**src/rtl/shared_buffer_list_ctrl.sv**
```systemverilog
// Per-VC linked-list manager threading FIFO address lists through a shared flit bank.
// Optional macro SHARED_BUF_RESERVE_EN keeps one slot per empty VC out of reach of busy VCs.
module shared_buffer_list_ctrl #(
  parameter int unsigned NUM_VCS           = 4,
  parameter int unsigned MEMORY_BANK_DEPTH = 32
) (
  input  logic                                             clk,
  input  logic                                             reset,
  input  logic                                             push_valid,
  input  logic [$clog2(NUM_VCS)-1:0]                       push_vc,
  output logic                                             push_ready,
  output logic [$clog2(MEMORY_BANK_DEPTH)-1:0]             push_addr,
  input  logic                                             pop_valid,
  input  logic [$clog2(NUM_VCS)-1:0]                       pop_vc,
  output logic [$clog2(MEMORY_BANK_DEPTH)-1:0]             pop_addr,
  input  logic [$clog2(MEMORY_BANK_DEPTH)-1:0]             available_flit_addr,
  input  logic                                             tracker_empty,
  output logic                                             allocate_addr,
  output logic [$clog2(MEMORY_BANK_DEPTH)-1:0]             freed_flit_addr,
  output logic                                             reclaim_addr,
  output logic [NUM_VCS-1:0]                               vc_empty,
  output logic [NUM_VCS*$clog2(MEMORY_BANK_DEPTH+1)-1:0]   vc_count,
  output logic                                             pop_underflow
);

  localparam int unsigned VC_IDX_W = $clog2(NUM_VCS);
  localparam int unsigned ADDR_W   = $clog2(MEMORY_BANK_DEPTH);
  localparam int unsigned CNT_W    = $clog2(MEMORY_BANK_DEPTH + 1);

  logic [ADDR_W-1:0] r_head     [NUM_VCS];
  logic [ADDR_W-1:0] r_tail     [NUM_VCS];
  logic [CNT_W-1:0]  r_count    [NUM_VCS];
  logic [ADDR_W-1:0] r_next_ptr [MEMORY_BANK_DEPTH];
  logic [CNT_W-1:0]  r_total_count;
  logic [NUM_VCS-1:0] r_vc_empty;
  logic              r_pop_underflow;

  logic [CNT_W-1:0]  w_count_nxt [NUM_VCS];
  logic [CNT_W-1:0]  w_pop_cnt;
  logic [CNT_W-1:0]  w_push_cnt;
  logic              w_pop_fire;
  logic              w_push_fire;
  logic              w_push_ready;
  logic              w_push_to_head;

  assign w_pop_cnt  = r_count[pop_vc];
  assign w_push_cnt = r_count[push_vc];
  assign w_pop_fire = pop_valid & (w_pop_cnt != '0);

`ifdef SHARED_BUF_RESERVE_EN
  logic [CNT_W-1:0] w_reserved;
  logic [CNT_W-1:0] w_free;

  // Count idle VCs (other than the target) that still need a guaranteed slot.
  always_comb begin
    w_reserved = '0;
    for (int v = 0; v < NUM_VCS; v++) begin
      if ((VC_IDX_W'(v) != push_vc) && (r_count[v] == '0)) begin
        w_reserved = w_reserved + CNT_W'(1);
      end
    end
  end

  assign w_free       = CNT_W'(MEMORY_BANK_DEPTH) - r_total_count + CNT_W'(w_pop_fire);
  assign w_push_ready = (~tracker_empty | w_pop_fire) &
                        ((w_push_cnt == '0) | (w_free > w_reserved));
`else
  // An empty tracker bypasses the slot being freed this cycle straight to the push.
  assign w_push_ready = ~tracker_empty | w_pop_fire;
`endif

  assign w_push_fire    = push_valid & w_push_ready;
  assign w_push_to_head = (w_push_cnt == '0) |
                          ((w_push_cnt == CNT_W'(1)) & w_pop_fire & (pop_vc == push_vc));

  assign push_ready      = w_push_ready;
  assign push_addr       = available_flit_addr;
  assign allocate_addr   = w_push_fire;
  assign pop_addr        = r_head[pop_vc];
  assign freed_flit_addr = r_head[pop_vc];
  assign reclaim_addr    = w_pop_fire;
  assign vc_empty        = r_vc_empty;
  assign pop_underflow   = r_pop_underflow;

  always_comb begin
    for (int v = 0; v < NUM_VCS; v++) begin
      w_count_nxt[v] = r_count[v];
      if (w_push_fire && (push_vc == VC_IDX_W'(v))) w_count_nxt[v] = w_count_nxt[v] + CNT_W'(1);
      if (w_pop_fire && (pop_vc == VC_IDX_W'(v)))   w_count_nxt[v] = w_count_nxt[v] - CNT_W'(1);
    end
  end

  // VC0 occupies the most significant field.
  always_comb begin
    vc_count = '0;
    for (int v = 0; v < NUM_VCS; v++) begin
      vc_count[(NUM_VCS-1-v)*CNT_W +: CNT_W] = r_count[v];
    end
  end

  always_ff @(posedge clk) begin
    if (reset) begin
      for (int v = 0; v < NUM_VCS; v++) begin
        r_head[v]  <= '0;
        r_tail[v]  <= '0;
        r_count[v] <= '0;
      end
      r_total_count   <= '0;
      r_vc_empty      <= '1;
      r_pop_underflow <= 1'b0;
    end else begin
      for (int v = 0; v < NUM_VCS; v++) begin
        r_count[v]    <= w_count_nxt[v];
        r_vc_empty[v] <= (w_count_nxt[v] == '0);
      end
      r_total_count   <= r_total_count + CNT_W'(w_push_fire) - CNT_W'(w_pop_fire);
      r_pop_underflow <= pop_valid & ~w_pop_fire;
      if (w_pop_fire && (w_pop_cnt > CNT_W'(1))) begin
        r_head[pop_vc] <= r_next_ptr[r_head[pop_vc]];
      end
      // Push into an empty (or draining-to-empty) list overrides the pop's head advance.
      if (w_push_fire) begin
        r_tail[push_vc] <= available_flit_addr;
        if (w_push_to_head) r_head[push_vc] <= available_flit_addr;
      end
    end
  end

  // Link storage holds no meaningful value after reset, so it is left unreset.
  always_ff @(posedge clk) begin
    if (!reset && w_push_fire && !w_push_to_head) begin
      r_next_ptr[r_tail[push_vc]] <= available_flit_addr;
    end
  end

endmodule
```
**config.mk**
```make
export PLATFORM = sky130hd
export DESIGN_NAME = shared_buffer_list_ctrl
export DESIGN_NICKNAME = d
export VERILOG_FILES = /design/src/rtl/shared_buffer_list_ctrl.sv
export SDC_FILE = /design/constraint.sdc
export NUM_CORES = 1
export LEC_CHECK = 0
export CAP_MARGIN = 20
export CORE_MARGIN = 8
export CORE_UTILIZATION = 40
export CTS_CLUSTER_SIZE = 28
export DETAILED_ROUTE_END_ITERATION = 10
export SLEW_MARGIN = 5
export SYNTH_ARGS = -nofsm -noshare
export SYNTH_HDL_FRONTEND = slang
export SYNTH_SLANG_ARGS = --single-unit
```
**constraint.sdc**
```tcl
create_clock -name clk -period 5.81 [get_ports clk]
set_input_delay 1.162 -clock clk [delete_from_list [all_inputs] [get_ports clk]]
set_output_delay 1.162 -clock clk [all_outputs]
set_load 0.02 [all_outputs]
```
* After elaboration in Yosys (flattened, before gate mapping) *
Memories as Yosys holds them, arrays and structs flattened.
Cells that the tools add are included.

storage, ports and cells
  flip-flop bits (word level) = 5
  bits in writable memories = 224
  output and inout bits = 47
  bits of input ports = 14
  memories kept = 4
  word-level logic and storage cells = 96

memory list
  memory      depth  width  rd ports  clocked after Yosys merged registers in  wr ports  RTL line  source
  r_next_ptr  32     5      1         0                                        1         33        logic [ADDR_W-1:0] r_next_ptr [MEMORY_BANK_DEPTH];
  r_count     4      6      6         0                                        4         32        logic [CNT_W-1:0] r_count [NUM_VCS];
  r_head      4      5      1         0                                        4         30        logic [ADDR_W-1:0] r_head [NUM_VCS];
  r_tail      4      5      1         0                                        4         31        logic [ADDR_W-1:0] r_tail [NUM_VCS];

operators by class
  $add $sub $neg = 8
  reductions and logical operators = 24
  bitwise logic cells = 13
  muxes and demuxes = 36
  $lt $le $gt $ge = 1
  equality and inequality tests = 8

operators with widths
  operator             count
  $mux 6               12
  $logic_not 6->1      5
  $add 6x1->6 const B  4
  $sub 6x1->6 const B  4
  $mux 1               18
  $mux 5               3
  $reduce_or 5->1      3
  $logic_and 1x1->1    11
  $eq 2x2->1 const B   4
  $eq 6x1->1 const B   1
  $gt 6x1->1 const B   1
  $mux 2               3
  $or 1x1->1           6
  $reduce_bool 6->1    1
  $and 1x1->1          5
  $eq 2x1->1 const B   2
  $logic_not 2->1      2
  $eq 2x2->1           1
  $logic_not 1->1      2
  $not 1->1            2

* Longest topological paths before layout *
Gate-level depths: netlist of run 1.
An unclocked memory read counts as a cell.

  word-level depth = 12
  mapped depth = 11
  mapped depth without buffers = 8

* Least setup slack after synthesis of run 1 *
OpenSTA, ideal clock, no wires.

  path type = in2out
  start = in pop_vc[0]
  end = out pop_addr[4]
  data required time = 4.648 ns
  stages = 5
  slack = 1.915 ns
  arrival = 2.733 ns
  path buffers = 4
  cell sequence = buf_4 -> mux4_2 -> buf_2 -> buf_1 -> buf_4

between the ends
  word-level cells in the longest chain between the ends = 1

RTL lines
  what                RTL line  source
  start: declaration  14        input logic [$clog2(NUM_VCS)-1:0] pop_vc,
  $mem_v2 4x5         -
  end: declaration    15        output logic [$clog2(MEMORY_BANK_DEPTH)-1:0] pop_addr,

Every way passes these cells.

* Final worst setup path of run 1 *
  start = in pop_vc[0]
  end = out allocate_addr

between the ends
  word-level cells in the longest chain between the ends = 5

RTL lines
  what               RTL line  source
  $mem_v2 4x6        -
  $reduce_bool 6->1  48        assign w_pop_fire = pop_valid & (w_pop_cnt != '0);
  $and 1x1->1        48
  $or 1x1->1         69        assign w_push_ready = ~tracker_empty | w_pop_fire;
  $and 1x1->1        72        assign w_push_fire = push_valid & w_push_ready;
  end: declaration   18        output logic allocate_addr,

Every way passes these cells.

==> results of run 1 <==
metrics by stage:
| stage | std cells | instance area (um^2) |
|---|---|---|
| floorplan | 736 | 10600 |
| global placement | 1097 | 11500 |
| detailed placement | 1097 | 11500 |
| CTS | 1141 | 12200 |
| global route | 1141 | 12200 |
| finish | 1141 | 12200 |
report_power, final:
| part | switching, mW | internal, mW | leakage, nW |
|---|---|---|---|
| Sequential | 0.0419 | 1.84 | 2.09 |
| Combinational | 0.359 | 0.265 | 1.50 |
| Clock | 0.609 | 0.873 | 0.378 |
state kept, by name, summed over array words and instances (netlist names):
register / cells
r_head: 20
r_next_ptr: 160
r_count: 24
pop_underflow: 1
r_tail: 20
vc_empty: 4
worst max-delay path by stage:
stage | endpoint | slack [ps]
global route | allocate_addr | 570
detailed placement | r_next_ptr[0][4]$_DFFE_PP_ | 680
global placement | r_head[3][3]$_DFFE_PP_ | 750
finish | allocate_addr | 770
floorplan | pop_addr[4] | 1920
CTS | allocate_addr | 740
cell usage after synthesis (all sizes together) (2+ instances only):
cell type / n
nor3: 18
and3: 6
a21oi: 17
a22o: 3
o31ai: 7
or3: 12
or2: 9
or4: 5
o21ai: 11
buf: 31
o211ai: 2
and3b: 2
nand3: 13
edfxtp: 200
o22ai: 6
and2: 3
xor2: 12
inv: 8
a211oi: 5
mux2i: 21
nand2: 37
o2111ai: 3
clkbuf: 15
nand2b: 11
a21o: 2
nor2b: 8
o21bai: 2
xnor2: 24
mux4: 55
o2bb2ai: 14
dfxtp: 29
nor4: 3
a31o: 4
o22a: 3
nand4: 6
or3b: 3
nor2: 99
ha: 4
a22oi: 10
tightest hold or removal path, cell delays in order, from the launching register on:
cell and delay (ps):
dfxtp_1 370, o21ai_0 100, a21oi_1 60
cells by family (layout without fill, tap and decap cells):
family | after synthesis | in the layout | share of synthesized area, %
XOR/XNOR | 36 | 36 | 3.05
AND/OR/NAND/NOR | 240 | 240 | 10.9
adder cells (fa/ha/maj) | 4 | 4 | 0.473
AO/OA/AOI/OAI | 96 | 96 | 6.95
buffers and inverters | 54 | 124 | 2.53
multiplexers | 77 | 77 | 13.8
flip-flops | 229 | 229 | 62.2
area by class of cell:
| class | instances | area share [%] |
|---|---|---|
| repair buffers | 72 | 5.65 |
| flip-flops and latches | 229 | 53.9 |
| inverters | 8 | 0.246 |
| well taps | 335 | 3.43 |
| multi-input cells | 453 | 30.5 |
| clock inverters | 14 | 0.953 |
| clock buffers | 30 | 5.28 |
per-layer routing:
| layer | global-route usage [%] | part of all wire (%) |
|---|---|---|
| met4 | 4.68 | 2.6 |
| met5 | 0 | 0 |
| met2 | 26.9 | 48 |
| met3 | 3.62 | 6.5 |
| met1 | 21.7 | 43 |
==> metrics.csv, run 1 <==
stage,metric,value,unit
clocking,post-CTS sizing,0,
global_routing,gr usage total,16.5,%
synthesis,Synth cell types,63,
timing,hold_ws,582,ps
final_layout,Layout fillers,2302,
power,Leak Pwr,3.97,nW
place,hpwl dp,17.4,mm
synthesis,mapped cell area,10600,um^2
place,dpl ws,682,ps
power,P per Cell Area,326,nW/um^2
flow_run,Max Cap Viol,0,
timing,Final min period,5040,ps
floorplanning,IO Count,61,
timing,final worst setup slack,770,ps
synthesis,Yosys top cell by area,edfxtp_1,
critical_path,Reg2Reg Depth,8,
hold_path,worst min-delay path class,reg -> reg,
power,Final Power,3.98,mW
detailed_routing,routed via count,6583,
synthesis,"EDFF count, synth",200,
synthesis,Mean Syn Cell Area,14.4,um^2
final_layout,layout cell share with drive strength beyond 1,14.8,%
global_routing,largest net degree at the start of global routing,39,
timing,endpoints failing setup,0,
place,routability cong.,0.827,
global_routing,first-pass GRT wire length,40.3,mm
clocking,number of buffers created by CTS,25,
timing,Tcrit/Tclk final,86.7,%
critical_path,Slowest Stage Delay on Critical Path,720,ps
synthesis,prevailing post-synth register cell,edfxtp_1,
critical_path,Crit. path cell count,8,
final_layout,Util after Layout,47.0,%
critical_path,Crit. End Element,output pin,
power,worst vdd ir,0.000268,V
floorplanning,Die Width,179,um
floorplanning,die height,179,um
timing,worst relative slew slack,45.4,%
critical_path,critical path startpoint category,primary input,
critical_path,Buf/Inv on CP,3,
timing,RSZ-0062 raised after global routing,no,
critical_path,Critical R2R Capture,r_next_ptr[24][1]$_DFFE_PP_,
clocking,CTS tree,built,
timing,Final TNS setup,0,ps
critical_path,Crit path max-delay family,buffers and inverters,
floorplanning,core area,26000,um^2
global_routing,vias in the first global route,6870,
synthesis,"Seq/Total Area, Yosys",62.2,%
clocking,postcts setup bufs,0,
clocking,CTS Hold Bufs,0,
detailed_routing,DRT Wirelength,26.0,mm
synthesis,ys async rst share,0,%
clocking,clock root cell,clkbuf_16,
floorplanning,DIE AREA,31900,um^2
hold_path,Hold Path End,r_count[0][4]$_SDFF_PP0_,
hold_path,hold_sp,r_count[0][4]$_SDFF_PP0_,
critical_path,RR Startpoint,r_count[3][0]$_SDFF_PP0_,
timing,final clock skew,8.86,ps
place,number of buffers added on ports,60,
critical_path,master of the slowest instance on the critical path,clkdlybuf4s50_1,
detailed_routing,Via-to-Cell Ratio,5.77,
detailed_routing,DRC viols,0,
global_routing,initial antenna violation count,0,
timing,Max Fclk,0.198,GHz
detailed_routing,remaining antenna violation count after routing,0,
synthesis,Yosys top cell area share,56.8,%
final_layout,Synth-to-Final Area Change,15.4,%
clocking,H-tree depth,1,
clocking,maximum root-to-sink buffer count,3,
final_layout,FF+latch area,6590,um^2
floorplanning,initial core utilization,40.7,%
timing,Final Max Slew Viols,0,
timing,Least-Margin Pin Slew,818,ps
final_layout,"commonest non-fill, non-tap cells in the layout","200 x edfxtp_1, 99 x nor2_1, 60 x clkdlybuf4s50_1, 55 x mux4_2, 37 x nand2_1",
hold_path,Hold Path Stages,2,
clocking,clock-pin slew on the worst setup and hold paths,60,ps
critical_path,"reg-to-reg slack, setup",2110,ps
critical_path,worst path required time,4650,ps
synthesis,synth top area cells,"edfxtp_1 57%, mux4_2 12%, dfxtp_1 5.5%",
final_layout,area of the multi-input gates,3730,um^2
critical_path,WP data arrival,3880,ps
synthesis,Mapped Cells,736,
clocking,latest clock arrival within the worst-skew pair,510,ps
floorplanning,Core Rows,59,
synthesis,"Warnings, synthesis",0,
final_layout,Ant. Diodes,0,
outcome,outcome,completed,
clocking,clock sinks,229,
critical_path,Crit Path Max Fanout,11,
global_routing,GRT overflow,0,
synthesis,Syn Nets,754,
detailed_routing,first-pass detailed-route iteration total,4,
critical_path,Crit path top cell by count,clkdlybuf4s50_1,
synthesis,Yosys reg bits,229,
final_layout,"commonest non-fill, non-tap cell in the layout",edfxtp_1,
detailed_routing,drt first-iter violations,589,
final_layout,nets,807,
critical_path,sequence of cells on the critical path,"clkdlybuf4s50_1, buf_4, or2_2, o22ai_2, o21a_4, o21ai_2, and2_1, clkdlybuf4s50_1",
critical_path,crit path from,pop_vc[0],
critical_path,kind of critical path,in -> out,
detailed_routing,WL/cell,22.7,um
timing,Final Hold Violating Endpoints,0,
No activity file was read; power rests on OpenSTA's default activity.
==> inputs of run 2 (changes only) <==
--- a/config.mk
+++ b/config.mk
@@ -6,7 +6,6 @@
 export NUM_CORES = 1
 export LEC_CHECK = 0
 export CAP_MARGIN = 20
-export CORE_MARGIN = 8
 export CORE_UTILIZATION = 40
 export CTS_CLUSTER_SIZE = 28
 export DETAILED_ROUTE_END_ITERATION = 10
==> run 2 against run 1 <==
Against the previous run: wire length decreased by 5.5%; power increased by 5.4%; die area decreased by 15%; worst setup slack improved by 24 ps; critical path type unchanged.
==> metrics.csv, run 2 (synthesis results as in run 1) <==
stage,metric,value,unit,change
outcome,outcome,completed,,unchanged
final_layout,Synth-to-Final Area Change,16.8,%,was 15.4%
final_layout,Util after Layout,47.6,%,was 47.0%
clocking,CTS tree,built,,unchanged
detailed_routing,drt first-iter violations,534,,was 589
critical_path,Crit. End Element,output pin,,unchanged
global_routing,gr usage total,18.6,%,was 16.5%
global_routing,initial antenna violation count,0,,unchanged
critical_path,master of the slowest instance on the critical path,clkdlybuf4s50_1,,unchanged
clocking,number of buffers created by CTS,25,,unchanged
critical_path,Crit path top cell by count,clkdlybuf4s50_1,,unchanged
timing,Least-Margin Pin Slew,781,ps,was 818 ps
power,combinational power share,14.8,%,was 15.7%
power,Leak Pwr,4.04,nW,was 3.97 nW
floorplanning,initial core utilization,40.7,%,unchanged
detailed_routing,DRT Wirelength,24.5,mm,was 26.0 mm
critical_path,Slowest Stage Delay on Critical Path,970,ps,was 720 ps
power,clock network fraction of total power,40.5,%,was 37.2%
detailed_routing,WL/cell,21.4,um,was 22.7 um
floorplanning,die height,165,um,was 179 um
global_routing,vias in the first global route,6528,,was 6870
critical_path,WP data arrival,3850,ps,was 3880 ps
critical_path,Critical R2R Capture,r_next_ptr[8][1]$_DFFE_PP_,,was r_next_ptr[24][1]$_DFFE_PP_
floorplanning,DIE AREA,27100,um^2,was 31900 um^2
final_layout,nets,809,,was 807
timing,Final min period,5020,ps,was 5040 ps
critical_path,Buf/Inv on CP,2,,was 3
critical_path,worst path required time,4650,ps,about the same
flow_run,Max Cap Viol,0,,unchanged
timing,Final Hold Violating Endpoints,0,,unchanged
critical_path,Crit Path Max Fanout,15,,was 11
clocking,maximum root-to-sink buffer count,3,,unchanged
final_layout,Ant. Diodes,0,,unchanged
detailed_routing,wl on met1,10.7,mm,was 11.1 mm
power,register share of total power,44.7,%,was 47.1%
critical_path,kind of critical path,in -> out,,unchanged
clocking,latest clock arrival within the worst-skew pair,540,ps,was 510 ps
place,dpl cell area,11500,um^2,about the same
critical_path,Reg2Reg Depth,8,,unchanged
timing,Tcrit/Tclk final,86.3,%,was 86.7%
timing,Final Max Slew Viols,0,,unchanged
timing,final clock skew,14.7,ps,was 8.86 ps
critical_path,critical path startpoint category,primary input,,unchanged
power,Switching Fraction,24.8,%,was 25.3%
timing,worst relative slew slack,47.5,%,was 45.4%
place,number of buffers added on ports,60,,unchanged
detailed_routing,met2 WL,12.0,mm,was 12.5 mm
detailed_routing,DR WL met3,1.33,mm,was 1.70 mm
floorplanning,Die Width,165,um,was 179 um
hold_path,hold_sp,r_count[0][4]$_SDFF_PP0_,,unchanged
timing,Max Fclk,0.199,GHz,was 0.198 GHz
clocking,clock-pin slew on the worst setup and hold paths,60,ps,about the same
final_layout,FF+latch area,6590,um^2,unchanged
floorplanning,core area,26000,um^2,unchanged
final_layout,layout cell share with drive strength beyond 1,15.5,%,was 14.8%
floorplanning,Core Rows,59,,unchanged
clocking,H-tree depth,1,,unchanged
final_layout,"commonest non-fill, non-tap cell in the layout",edfxtp_1,,unchanged
detailed_routing,top sig layer,met4,,unchanged
global_routing,first-pass GRT wire length,37.9,mm,was 40.3 mm
clocking,CTS Hold Bufs,0,,unchanged
critical_path,crit path from,pop_vc[0],,unchanged
global_routing,largest net degree at the start of global routing,39,,unchanged
critical_path,sequence of cells on the critical path,"clkdlybuf4s50_1, nand2_1, o22ai_2, o21a_4, o21ai_2, and2_1, clkdlybuf4s50_1",,"was clkdlybuf4s50_1, buf_4, or2_2, o22ai_2, o21a_4, o21ai_2, and2_1, clkdlybuf4s50_1"
timing,endpoints failing setup,0,,unchanged
critical_path,"reg-to-reg slack, setup",2170,ps,was 2110 ps
timing,Final TNS setup,0,ps,unchanged
detailed_routing,remaining antenna violation count after routing,0,,unchanged
power,worst vdd ir,0.000207,V,was 0.000268 V
detailed_routing,Via-to-Cell Ratio,5.66,,was 5.77
final_layout,post-route cell area,12400,um^2,was 12200 um^2
power,Final Power,4.20,mW,was 3.98 mW
place,routability cong.,0.871,,was 0.827
timing,RSZ-0062 raised after global routing,no,,unchanged
critical_path,Crit. path cell count,7,,was 8
place,hpwl dp,16.5,mm,was 17.4 mm
final_layout,Layout fillers,2235,,was 2302
final_layout,area of the multi-input gates,3730,um^2,unchanged
detailed_routing,routed via count,6470,,was 6583
clocking,clock sinks,229,,unchanged
critical_path,Crit path max-delay family,buffers and inverters,,unchanged
hold_path,worst min-delay path class,reg -> reg,,unchanged
hold_path,Hold Path End,r_count[0][4]$_SDFF_PP0_,,unchanged
final_layout,Largest register FFs,160,,unchanged
global_routing,GRT overflow,0,,unchanged
power,Int Power,3.16,mW,was 2.97 mW
final_layout,"commonest non-fill, non-tap cells in the layout","200 x edfxtp_1, 99 x nor2_1, 60 x clkdlybuf4s50_1, 55 x mux4_2, 37 x nand2_1",,unchanged
clocking,clock root cell,clkbuf_16,,unchanged
timing,hold_ws,584,ps,was 582 ps
floorplanning,IO Count,61,,unchanged
power,net load switching power,1.04,mW,was 1.01 mW
clocking,post-CTS sizing,0,,unchanged
hold_path,Hold Path Stages,2,,unchanged
detailed_routing,first-pass detailed-route iteration total,4,,unchanged
clocking,postcts setup bufs,0,,unchanged
detailed_routing,DRC viols,0,,unchanged
critical_path,RR Startpoint,r_count[0][2]$_SDFF_PP0_,,was r_count[3][0]$_SDFF_PP0_
power,P per Cell Area,340,nW/um^2,was 326 nW/um^2
## run 2: cell types whose count changed in the layout (fill, tap and decap cells not counted), sizes merged
| cell | previous run | this run |
|---|---|---|
| inv | 8 | 9 |
| clkbuf | 30 | 26 |
| bufinv | 2 | 6 |
| clkinvlp | 1 | 2 |
| clkinv | 11 | 10 |
| buf | 12 | 14 |
## run 2: cell type report
type                    instances  share of cell area [%]
clock inverters                19                    2.11
well taps                     335                    3.39
multi-input cells             453                    30.2
inverters                       8                   0.243
repair buffers                 74                    5.71
clock buffers                  26                    5.09
flip-flops and latches        229                    53.3
## run 2: layer usage
metal	track usage, %	vias up
li1	-	2974
met1	25.4	3254
met2	31.2	202
met3	2.74	40
met4	4.67	0
met5	0	-
## run 2: worst max-delay path by stage
stage | to | slack, ps
after floorplan | pop_addr[4] | 1920
after global placement | allocate_addr | 820
after detailed placement | r_head[3][3]$_DFFE_PP_ | 720
after CTS | allocate_addr | 760
after global routing | allocate_addr | 620
final | allocate_addr | 790
## run 2: worst register-to-register path: cells and delay by family, from the launching register on
family	cells	cell delay, ps
AOI/OAI and AO/OA	3	820
DFF	1	400
and+or+nand+nor	5	2070
## run 2: per-stage QoR
| stage | setup WS [ps] | cells |
|---|---|---|
| 2_1_floorplan | 1920 | 736 |
| 3_3_place_gp | 821 | 1099 |
| 3_5_place_dp | 723 | 1099 |
| 4_1_cts | 761 | 1144 |
| 5_1_grt | 622 | 1144 |
| 6_report | 794 | 1144 |
## run 2: power by group through the flow
stage,Sequential [mW],Clock (mW),Combinational (mW)
after global routing,1.88,1.79,0.672
after detailed placement,1.91,0,0.622
final,1.88,1.70,0.621
after CTS,1.88,1.73,0.626
after global placement,1.91,0,0.613
after floorplan,1.92,0,0.398
==> inputs of run 3 (changes only) <==
--- a/config.mk
+++ b/config.mk
@@ -6,9 +6,10 @@
 export NUM_CORES = 1
 export LEC_CHECK = 0
 export CAP_MARGIN = 20
-export CORE_UTILIZATION = 40
-export CTS_CLUSTER_SIZE = 28
+export CORE_UTILIZATION = 51
+export CTS_CLUSTER_SIZE = 12
 export DETAILED_ROUTE_END_ITERATION = 10
+export PLACE_DENSITY = 0.7
 export SLEW_MARGIN = 5
 export SYNTH_ARGS = -nofsm -noshare
 export SYNTH_HDL_FRONTEND = slang
==> run 3 against run 2 <==
Against the previous run: sequential cell count stayed put; clock skew increased by 1.0 ps; sequential power is essentially flat; critical path depth down 1; highest routed layer unchanged; worst setup slack worse by 36 ps; clock power decreased by 11%.
==> metrics.csv, run 3 (synthesis results as in run 1) <==
stage,metric,value,unit,change
final_layout,layout cell share with drive strength beyond 1,14.4,%,was 15.5%
clocking,number of buffers created by CTS,25,,unchanged
final_layout,"commonest non-fill, non-tap cell in the layout",edfxtp_1,,unchanged
timing,Final Hold Violating Endpoints,0,,unchanged
timing,hold_ws,577,ps,was 584 ps
timing,RSZ-0062 raised after global routing,no,,unchanged
floorplanning,initial core utilization,52.1,%,was 40.7%
clocking,post-CTS sizing,0,,unchanged
timing,Final TNS setup,0,ps,unchanged
final_layout,Ant. Diodes,0,,unchanged
clocking,latest clock arrival within the worst-skew pair,520,ps,was 540 ps
flow_run,Max Cap Viol,0,,unchanged
place,number of buffers added on ports,60,,unchanged
critical_path,Crit. End Element,output pin,,unchanged
detailed_routing,drt first-iter violations,605,,was 534
critical_path,RR Startpoint,r_count[0][2]$_SDFF_PP0_,,unchanged
global_routing,first-pass GRT wire length,37.9,mm,about the same
clocking,clock sinks,229,,unchanged
timing,Max Fclk,0.198,GHz,was 0.199 GHz
critical_path,Crit path top cell by count,clkdlybuf4s50_1,,unchanged
detailed_routing,routed via count,6649,,was 6470
clocking,clock-pin slew on the worst setup and hold paths,60,ps,about the same
critical_path,Crit. path cell count,6,,was 7
final_layout,"commonest non-fill, non-tap cells in the layout","200 x edfxtp_1, 99 x nor2_1, 60 x clkdlybuf4s50_1, 55 x mux4_2, 37 x nand2_1",,unchanged
global_routing,largest net degree at the start of global routing,39,,unchanged
detailed_routing,first-pass detailed-route iteration total,7,,was 4
final_layout,nets,808,,was 809
critical_path,Reg2Reg Depth,7,,was 8
global_routing,vias in the first global route,6668,,was 6528
detailed_routing,DRT Wirelength,24.4,mm,was 24.5 mm
timing,Least-Margin Pin Slew,874,ps,was 781 ps
floorplanning,Die Width,146,um,was 165 um
critical_path,crit path from,pop_vc[1],,was pop_vc[0]
detailed_routing,WL/cell,22.7,um,was 21.4 um
critical_path,Crit Path Max Fanout,15,,unchanged
clocking,postcts setup bufs,0,,unchanged
place,routability cong.,0.878,,was 0.871
timing,Tcrit/Tclk final,87.0,%,was 86.3%
clocking,H-tree depth,1,,unchanged
timing,Final min period,5050,ps,was 5020 ps
detailed_routing,DRC viols,0,,unchanged
floorplanning,Core Rows,52,,was 59
floorplanning,DIE AREA,21300,um^2,was 27100 um^2
place,placed instance count,1033,,was 1099
clocking,clock root cell,clkbuf_16,,unchanged
place,hpwl dp,16.4,mm,was 16.5 mm
global_routing,initial antenna violation count,0,,unchanged
power,worst vdd ir,0.000238,V,was 0.000207 V
critical_path,Buf/Inv on CP,2,,unchanged
critical_path,sequence of cells on the critical path,"clkdlybuf4s50_1, mux4_2, o21a_4, o21ai_2, and2_1, clkdlybuf4s50_1",,"was clkdlybuf4s50_1, nand2_1, o22ai_2, o21a_4, o21ai_2, and2_1, clkdlybuf4s50_1"
critical_path,WP data arrival,3890,ps,was 3850 ps
global_routing,gr usage total,23.4,%,was 18.6%
clocking,CTS tree,built,,unchanged
critical_path,master of the slowest instance on the critical path,clkdlybuf4s50_1,,unchanged
clocking,CTS Hold Bufs,0,,unchanged
hold_path,worst min-delay path class,reg -> reg,,unchanged
floorplanning,die height,146,um,was 165 um
critical_path,worst path required time,4650,ps,about the same
final_layout,Largest register FFs,160,,unchanged
final_layout,Util after Layout,59.8,%,was 47.6%
timing,endpoints failing setup,0,,unchanged
detailed_routing,Via-to-Cell Ratio,6.17,,was 5.66
power,P per Cell Area,330,nW/um^2,was 340 nW/um^2
power,Final Power,4.00,mW,was 4.20 mW
floorplanning,core area,20300,um^2,was 26000 um^2
outcome,outcome,completed,,unchanged
final_layout,Synth-to-Final Area Change,14.8,%,was 16.8%
power,Leak Pwr,3.97,nW,was 4.04 nW
detailed_routing,remaining antenna violation count after routing,0,,unchanged
timing,worst relative slew slack,41.7,%,was 47.5%
global_routing,GRT overflow,0,,unchanged
critical_path,Slowest Stage Delay on Critical Path,890,ps,was 970 ps
critical_path,"reg-to-reg slack, setup",2060,ps,was 2170 ps
timing,Final Max Slew Viols,0,,unchanged
critical_path,CP endpoint,allocate_addr,,unchanged
critical_path,Crit path max-delay family,buffers and inverters,,unchanged
critical_path,critical path startpoint category,primary input,,unchanged
critical_path,Critical R2R Capture,r_next_ptr[2][2]$_DFFE_PP_,,was r_next_ptr[8][1]$_DFFE_PP_
clocking,maximum root-to-sink buffer count,3,,unchanged
final_layout,Final Non-Filler Cells,1077,,was 1144
floorplanning,IO Count,61,,unchanged
critical_path,kind of critical path,in -> out,,unchanged
timing,final clock skew,15.7,ps,was 14.7 ps
## run 3: cell count changes in the layout (fill, tap and decap cells not counted), sizes merged
cell    change
inv         -1
clkinv      -6
clkbuf     +10
bufinv      -4
buf         -1
## run 3: final cells by class
type	count	area, um^2
Timing Repair Buffer	73	698
Clock inverter	8	92.6
Inverter	8	30.0
Clock buffer	36	677
Tap cell	270	338
Multi-Input combinational cell	453	3730
Sequential cell	229	6590
Fill cell	1557	8150
## run 3: tightest hold or removal path, cell delays in order, from the launching register on
cell,delay (ps)
dfxtp_1,370
o21ai_0,100
a21oi_1,60
## run 3: metrics by stage
stage / cell area [um^2] / worst slack [ps]
after global placement: 11400 / 834
after floorplan: 10600 / 1920
after global routing: 12100 / 724
after CTS: 12100 / 786
after detailed placement: 11400 / 682
final: 12100 / 758
## run 3: power by group
group / switching (mW) / internal, mW / total, mW
Sequential: 0.0412 / 1.84 / 1.88
Clock: 0.613 / 0.894 / 1.51
Combinational: 0.355 / 0.266 / 0.621
Total: 1.01 / 3.00 / 4.00
## run 3: how the worst min path moves through the flow
| stage | startpoint | end | slack (ps) | depth (start not counted) |
|---|---|---|---|---|
| 6_report | r_count[0][4]$_SDFF_PP0_ | r_count[0][4]$_SDFF_PP0_ | 580 | 2 |
| 2_1_floorplan | r_count[0][4]$_SDFF_PP0_ | r_count[0][4]$_SDFF_PP0_ | 610 | 2 |
| 3_5_place_dp | r_count[0][4]$_SDFF_PP0_ | r_count[0][4]$_SDFF_PP0_ | 560 | 2 |
| 4_1_cts | r_count[0][4]$_SDFF_PP0_ | r_count[0][4]$_SDFF_PP0_ | 570 | 2 |
| 5_1_grt | r_count[0][4]$_SDFF_PP0_ | r_count[0][4]$_SDFF_PP0_ | 640 | 2 |
| 3_3_place_gp | r_count[0][4]$_SDFF_PP0_ | r_count[0][4]$_SDFF_PP0_ | 560 | 2 |
## run 3: routing by layer
| metal | share of wire, % | track usage, % |
|---|---|---|
| met5 | 0 | 0 |
| met4 | 2.6 | 7.24 |
| met3 | 6.7 | 4.13 |
| met2 | 48 | 38.3 |
| met1 | 42 | 32.2 |
